[src/rtl/adder_flag_stage.sv]
// Result/flag pipeline stage behind the ripple adder/subtractor.
// Two-entry skid buffer (main M, skid K) with registered ready, NZCV derivation and architectural flag register.
module adder_flag_stage #(
  parameter int unsigned REGISTER_WIDTH = 64
) (
  input  logic                      clk_i,
  input  logic                      rst_n_i,
  input  logic                      valid_i,
  output logic                      ready_o,
  input  logic [REGISTER_WIDTH-1:0] sum_i,
  input  logic [REGISTER_WIDTH-1:0] carry_i,
  input  logic                      op_sub_i,
  input  logic                      set_flags_i,
  output logic                      valid_o,
  input  logic                      ready_i,
  output logic [REGISTER_WIDTH-1:0] result_o,
  output logic [3:0]                flags_o,
  output logic                      set_flags_o,
  output logic [3:0]                nzcv_o
);

  localparam int unsigned W = REGISTER_WIDTH;

  typedef struct packed {
    logic [W-1:0] sum;
    logic [3:0]   flags;
    logic         set_flags;
    logic         op_sub;
  } entry_t;

  entry_t     m_q, m_d, k_q, k_d, in_entry;
  logic       m_valid_q, m_valid_d, k_valid_q, k_valid_d;
  logic [3:0] nzcv_q, nzcv_d;
  logic       in_fire, out_fire;

  // Carry bits below the top two and the op_sub tag carry no flag information.
  logic [W-1:0] unused_carry;
  logic         unused_op_sub;
  assign unused_carry  = carry_i;
  assign unused_op_sub = m_q.op_sub ^ k_q.op_sub;

  // Input-side flag derivation; C is carry-out (no-borrow for subtraction).
  always_comb begin
    in_entry.sum       = sum_i;
    in_entry.flags     = {sum_i[W-1], (sum_i == '0), carry_i[W-1], carry_i[W-1] ^ carry_i[W-2]};
    in_entry.set_flags = set_flags_i;
    in_entry.op_sub    = op_sub_i;
  end

  assign ready_o     = !k_valid_q;
  assign valid_o     = m_valid_q;
  assign result_o    = m_q.sum;
  assign flags_o     = m_q.flags;
  assign set_flags_o = m_q.set_flags;
  assign nzcv_o      = nzcv_q;

  assign in_fire  = valid_i & ready_o;
  assign out_fire = valid_o & ready_i;

  // Next-state for M/K occupancy and the architectural flags.
  always_comb begin
    m_valid_d = m_valid_q;
    m_d       = m_q;
    k_valid_d = k_valid_q;
    k_d       = k_q;
    nzcv_d    = nzcv_q;

    if (out_fire && m_q.set_flags) begin
      nzcv_d = m_q.flags;
    end

    // K occupied implies ready_o=0, so no input can arrive in that case.
    if (k_valid_q) begin
      if (out_fire) begin
        m_d       = k_q;
        k_valid_d = 1'b0;
      end
    end else if (in_fire) begin
      if (!m_valid_q || out_fire) begin
        m_valid_d = 1'b1;
        m_d       = in_entry;
      end else begin
        k_valid_d = 1'b1;
        k_d       = in_entry;
      end
    end else if (out_fire) begin
      m_valid_d = 1'b0;
    end
  end

  always_ff @(posedge clk_i or negedge rst_n_i) begin
    if (!rst_n_i) begin
      m_valid_q <= 1'b0;
      k_valid_q <= 1'b0;
      m_q       <= '0;
      k_q       <= '0;
      nzcv_q    <= 4'b0000;
    end else begin
      m_valid_q <= m_valid_d;
      k_valid_q <= k_valid_d;
      m_q       <= m_d;
      k_q       <= k_d;
      nzcv_q    <= nzcv_d;
    end
  end

endmodule

[config.mk]
export PLATFORM = sky130hd
export DESIGN_NAME = adder_flag_stage
export DESIGN_NICKNAME = d
export VERILOG_FILES = /design/src/rtl/adder_flag_stage.sv
export SDC_FILE = /design/constraint.sdc
export NUM_CORES = 1
export LEC_CHECK = 0
export CAP_MARGIN = 40
export CORE_MARGIN = 3
export CORE_UTILIZATION = 45
export CTS_CLUSTER_SIZE = 14
export DETAILED_ROUTE_END_ITERATION = 8
export PLACE_DENSITY = 0.86
export SKIP_LAST_GASP = 1
export SYNTH_ARGS = -nofsm -noshare
export SYNTH_HDL_FRONTEND = slang
export SYNTH_SLANG_ARGS = --single-unit
[constraint.sdc]
create_clock -name clk_i -period 3.3 [get_ports clk_i]
set_clock_uncertainty 0.15 [all_clocks]
set_input_delay 0.66 -clock clk_i [delete_from_list [all_inputs] [get_ports clk_i]]
set_output_delay 0.66 -clock clk_i [all_outputs]
set_load 0.005 [all_outputs]
Word level (Yosys, flattened, before mapping). Cells that the tools add are included.

Register bits: 145. Bits of input ports: 134. Output and inout port bits: 75.

Equal/unequal tests: 2. Multiplexer cells: 11. Bitwise logic cells: 5. Reduce and logical (&&, ||, !) cells: 11.

Operator list (number): $mux 70 (4); $logic_not 64->1 (1); $reduce_and 3->1 (3); $mux 1 (7); $reduce_bool 2->1 (3); $ne 2x1->1 const B (2); $and 1x1->1 (2); $logic_not 1->1 (2); $not 1->1 (2); $logic_and 1x1->1 (1); $logic_or 1x1->1 (1); $xor 1x1->1 (1).

Longest topological paths before layout.
Word-level depth: 5. Depth in mapped cells: 6. Depth with buffers taken out: 5.

Worst setup path before layout. Ideal clock, no wire load.

Path type: input-to-reg. Start: input sum_i[8]. End: register m_q, in the netlist flags_o[2]. Library setup time: 92 ps. Data arrival time: 1979 ps. Required time: 3058 ps. Setup slack: 1078 ps. Stages on the path: 5. Path through: or4_1 -> nor2_1 -> nand3_1 -> or4_4 -> o31ai_2.

Longest elaborated chain between the ends: 4.

Ends and longest elaborated chain: start, declared (RTL line 10) `input logic [REGISTER_WIDTH-1:0] sum_i,`; $logic_not 64->1 (RTL line 45) `in_entry.flags = {sum_i[W-1], (sum_i == '0), carry_i[W-1], carry_i[W-1] ^ carry_i[W-2]};`; $mux 70 (RTL line 79) `if (!m_valid_q || out_fire) begin`; $mux 70 (RTL line 78) `end else if (in_fire) begin`; $mux 70 (RTL line 73) `if (k_valid_q) begin`; end signal, assigned (RTL line 101) `m_q <= m_d;`; end, declared (RTL line 31) `entry_t m_q, m_d, k_q, k_d, in_entry;`.

No other way between the ends. The select of a mux whose other input is x is not followed. A chain may end at the register's enable or synchronous reset.

Final worst setup path.
Start: input sum_i[25]. End: register m_q, in the netlist flags_o[2].

Same word-level chain as after synthesis.

==> results.json <==
{
  "status": "complete, no violations",
  "ys_seq_elements": 142,
  "worst_skew_pair.late_latency_ps": 420,
  "grt_pass1_vias": 4541,
  "grt_max_degree": 83,
  "dpl.hpwl_mm": 9.90,
  "initialDrtViolationCount": 195,
  "worst_path_max_delay_cell": "nor4_1",
  "min_period_over_period_pct": 83.2,
  "max-vdd-ir-drop_mv": 0.473,
  "gp_congestion": 0.782,
  "die_h_um": 121,
  "cp_max_fo": 3,
  "antenna_found_initial": 0,
  "syn-mean-instance-area_um2": 12.4,
  "ioPinCount": 209,
  "reg2reg_depth": 5,
  "worstMarginPinSlew_ps": 734,
  "power_leakage_nw": 3.47,
  "overflow": 0,
  "antenna_left": 0,
  "cts-root-buf": "clkbuf_16",
  "clock.fmax_mhz": 364,
  "crit_buf_inv": 2,
  "vias": 4340,
  "grt_pass1_wl_mm": 23.1,
  "path_cells": "clkdlybuf4s50_1 > nor4_1 > buf_4 > nand4_1 > or4_4 > o31ai_2",
  "grt_usage_pct": 20.2,
  "synth_cells": 483,
  "die_x_um": 121,
  "power.density_nw_per_um2": 1020,
  "fill_cells": 969,
  "final_cell_mix": "144 x clkdlybuf4s50_1, 141 x dfrtp_1, 71 x mux2_2",
  "die_area_um2": 14700,
  "ctsHoldBuffers": 0,
  "cp.depth": 6,
  "post_cts_buffers": 0,
  "cts_tree": "yes",
  "yosysSeqAreaShare_pct": 59.4,
  "drive_gt1_share_pct": 18.0,
  "h-tree-depth": 4,
  "drt_drc_violations_left": 0,
  "synth_top_area_share_pct": 59.4,
  "yosys_warnings": 0,
  "end_kind": "register",
  "post_drt_wl_per_cell_um": 17.5,
  "via_per_inst": 5.35,
  "slew_headroom_pct": 50.6,
  "diodes": 0,
  "start_util_pct": 46.7,
  "report.final.hold_viol_count": 0,
  "syn_to_final_growth_pct": 37.9,
  "post-synth-top-area-cell": "dfrtp_1",
  "yosysUniqueCellTypes": 23,
  "critPathLaunchType": "primary input",
  "core.rowCount": 41,
  "nets": 760,
  "setup_viol": 0,
  "cp.arrival_ps": 2930,
  "syn_area_um2": 5980,
  "synthesis.nets": 617,
  "routed_wl_mm": 14.2,
  "finalSetupTns_ps": 0,
  "layout_commonest_cell": "clkdlybuf4s50_1",
  "yosys-top-cells-area": "dfrtp_1 59%, mux2_2 13%, mux2i_1 11%",
  "clock_sinks": 142,
  "cts_buffer_depth": 2,
  "port-buffer-count": 145,
  "place_area_um2": 7640,
  "numCtsBuffers": 17,
  "worstSetupPathType": "primary input to register",
  "crit_required_ps": 3480,
  "timing.final.crit_period_ps": 2750,
  "dr.pass1.iters": 4,
  "rsz0062_at_grt": "no",
  "clk_pin_slew_ps": 60,
  "cts-resized-gates": 0,
  "coreArea_um2": 12800,
  "critPathMaxStageDelay_ps": 680,
  "hp-class": "primary input to asynchronous set/reset pin",
  "final_area_um2": 8250,
  "cp_top_family": "simple AND/OR/NAND/NOR gates",
  "maxCapViolations": 0,
  "maxSlewViolCount": 0
}
-- per-stage QoR --
stage / std cells / total power [mW] / util, % / hold WS [ps] / setup slack (ps)
2_1_floorplan: 483 / 4.88 / - / 214 / 1080
3_3_place_gp: 779 / 6.27 / 59.6 / 336 / 225
3_5_place_dp: 779 / 6.47 / 59.6 / 344 / 157
4_1_cts: 811 / 8.47 / 64.3 / 152 / 581
5_1_grt: 811 / 8.92 / 64.3 / 168 / 503
6_report: 811 / 8.38 / 64.3 / 112 / 555
-- registers in the layout, summed over array words and instances, names as in the netlist --
register / count
set_flags_o: 1
result_o: 64
valid_o: 1
k_q: 68
k_valid_q: 1
nzcv_o: 4
flags_o: 3
-- worst paths after layout --
path,start,to,slack (ps)
worst max-delay path,sum_i[25],flags_o[2],550
worst min register to register,k_q[66],k_q[66],350
worst min-delay path,rst_n_i,result_o[48],110
min in group clk_i,k_q[66],k_q[66],350
max in group asynchronous,rst_n_i,result_o[22],2050
worst max register to register,k_valid_q,result_o[38],1120
-- report_power, final --
group / internal [mW] / leakage, nW / switching [mW]
logic: 1.86 / 1.52 / 1.37
registers: 2.64 / 1.65 / 0.548
clock network: 1.25 / 0.297 / 0.713
total: 5.75 / 3.47 / 2.63
-- synth_stat cells, drive strengths merged --
master,number
a21o,1
a21oi,69
a22oi,1
buf,11
clkbuf,19
dfrtp,142
inv,3
mux2,71
mux2i,68
nand2,2
nand3,2
nand4,3
nor2,69
nor3,1
nor4,14
o21ai,1
o22ai,1
o31ai,1
or4,3
xnor2,1
-- worst reg2reg max path, cell delays in order, from the launching register on --
cell     delay (ps)
dfrtp_4         680
o22ai_1         250
a21oi_4         380
buf_12          370
nor2_1          130
a21oi_1         150
-- logic make-up (layout without fill, tap and decap cells) --
group,Yosys count,after routing,share of synthesized area [%]
compound gates,74,74,6.42
xor+xnor,1,1,0.146
flops,142,142,59.4
buf+inv,33,189,2.32
simple gates,94,94,7.00
mux,139,139,24.7
-- metal layers --
layer,share of wire [%],global-route usage [%],up-vias
li1,-,-,2008
met1,43,25.7,2152
met2,49,32.3,143
met3,5.2,5.03,37
met4,3.0,9.66,0
met5,0,0,-
-- area by class of cell --
type                            count  area [µm²]  area share, %
Sequential cell                   142        3560           43.1
Multi-Input combinational cell    308        2310           28.0
Timing Repair Buffer              154        1550           18.7
Clock buffer                       23         478           5.79
Tap cell                          172         215           2.61
Clock inverter                      9         134           1.62
Inverter                            3        11.3          0.136
Note: power is estimated with default switching activity, not from simulation.
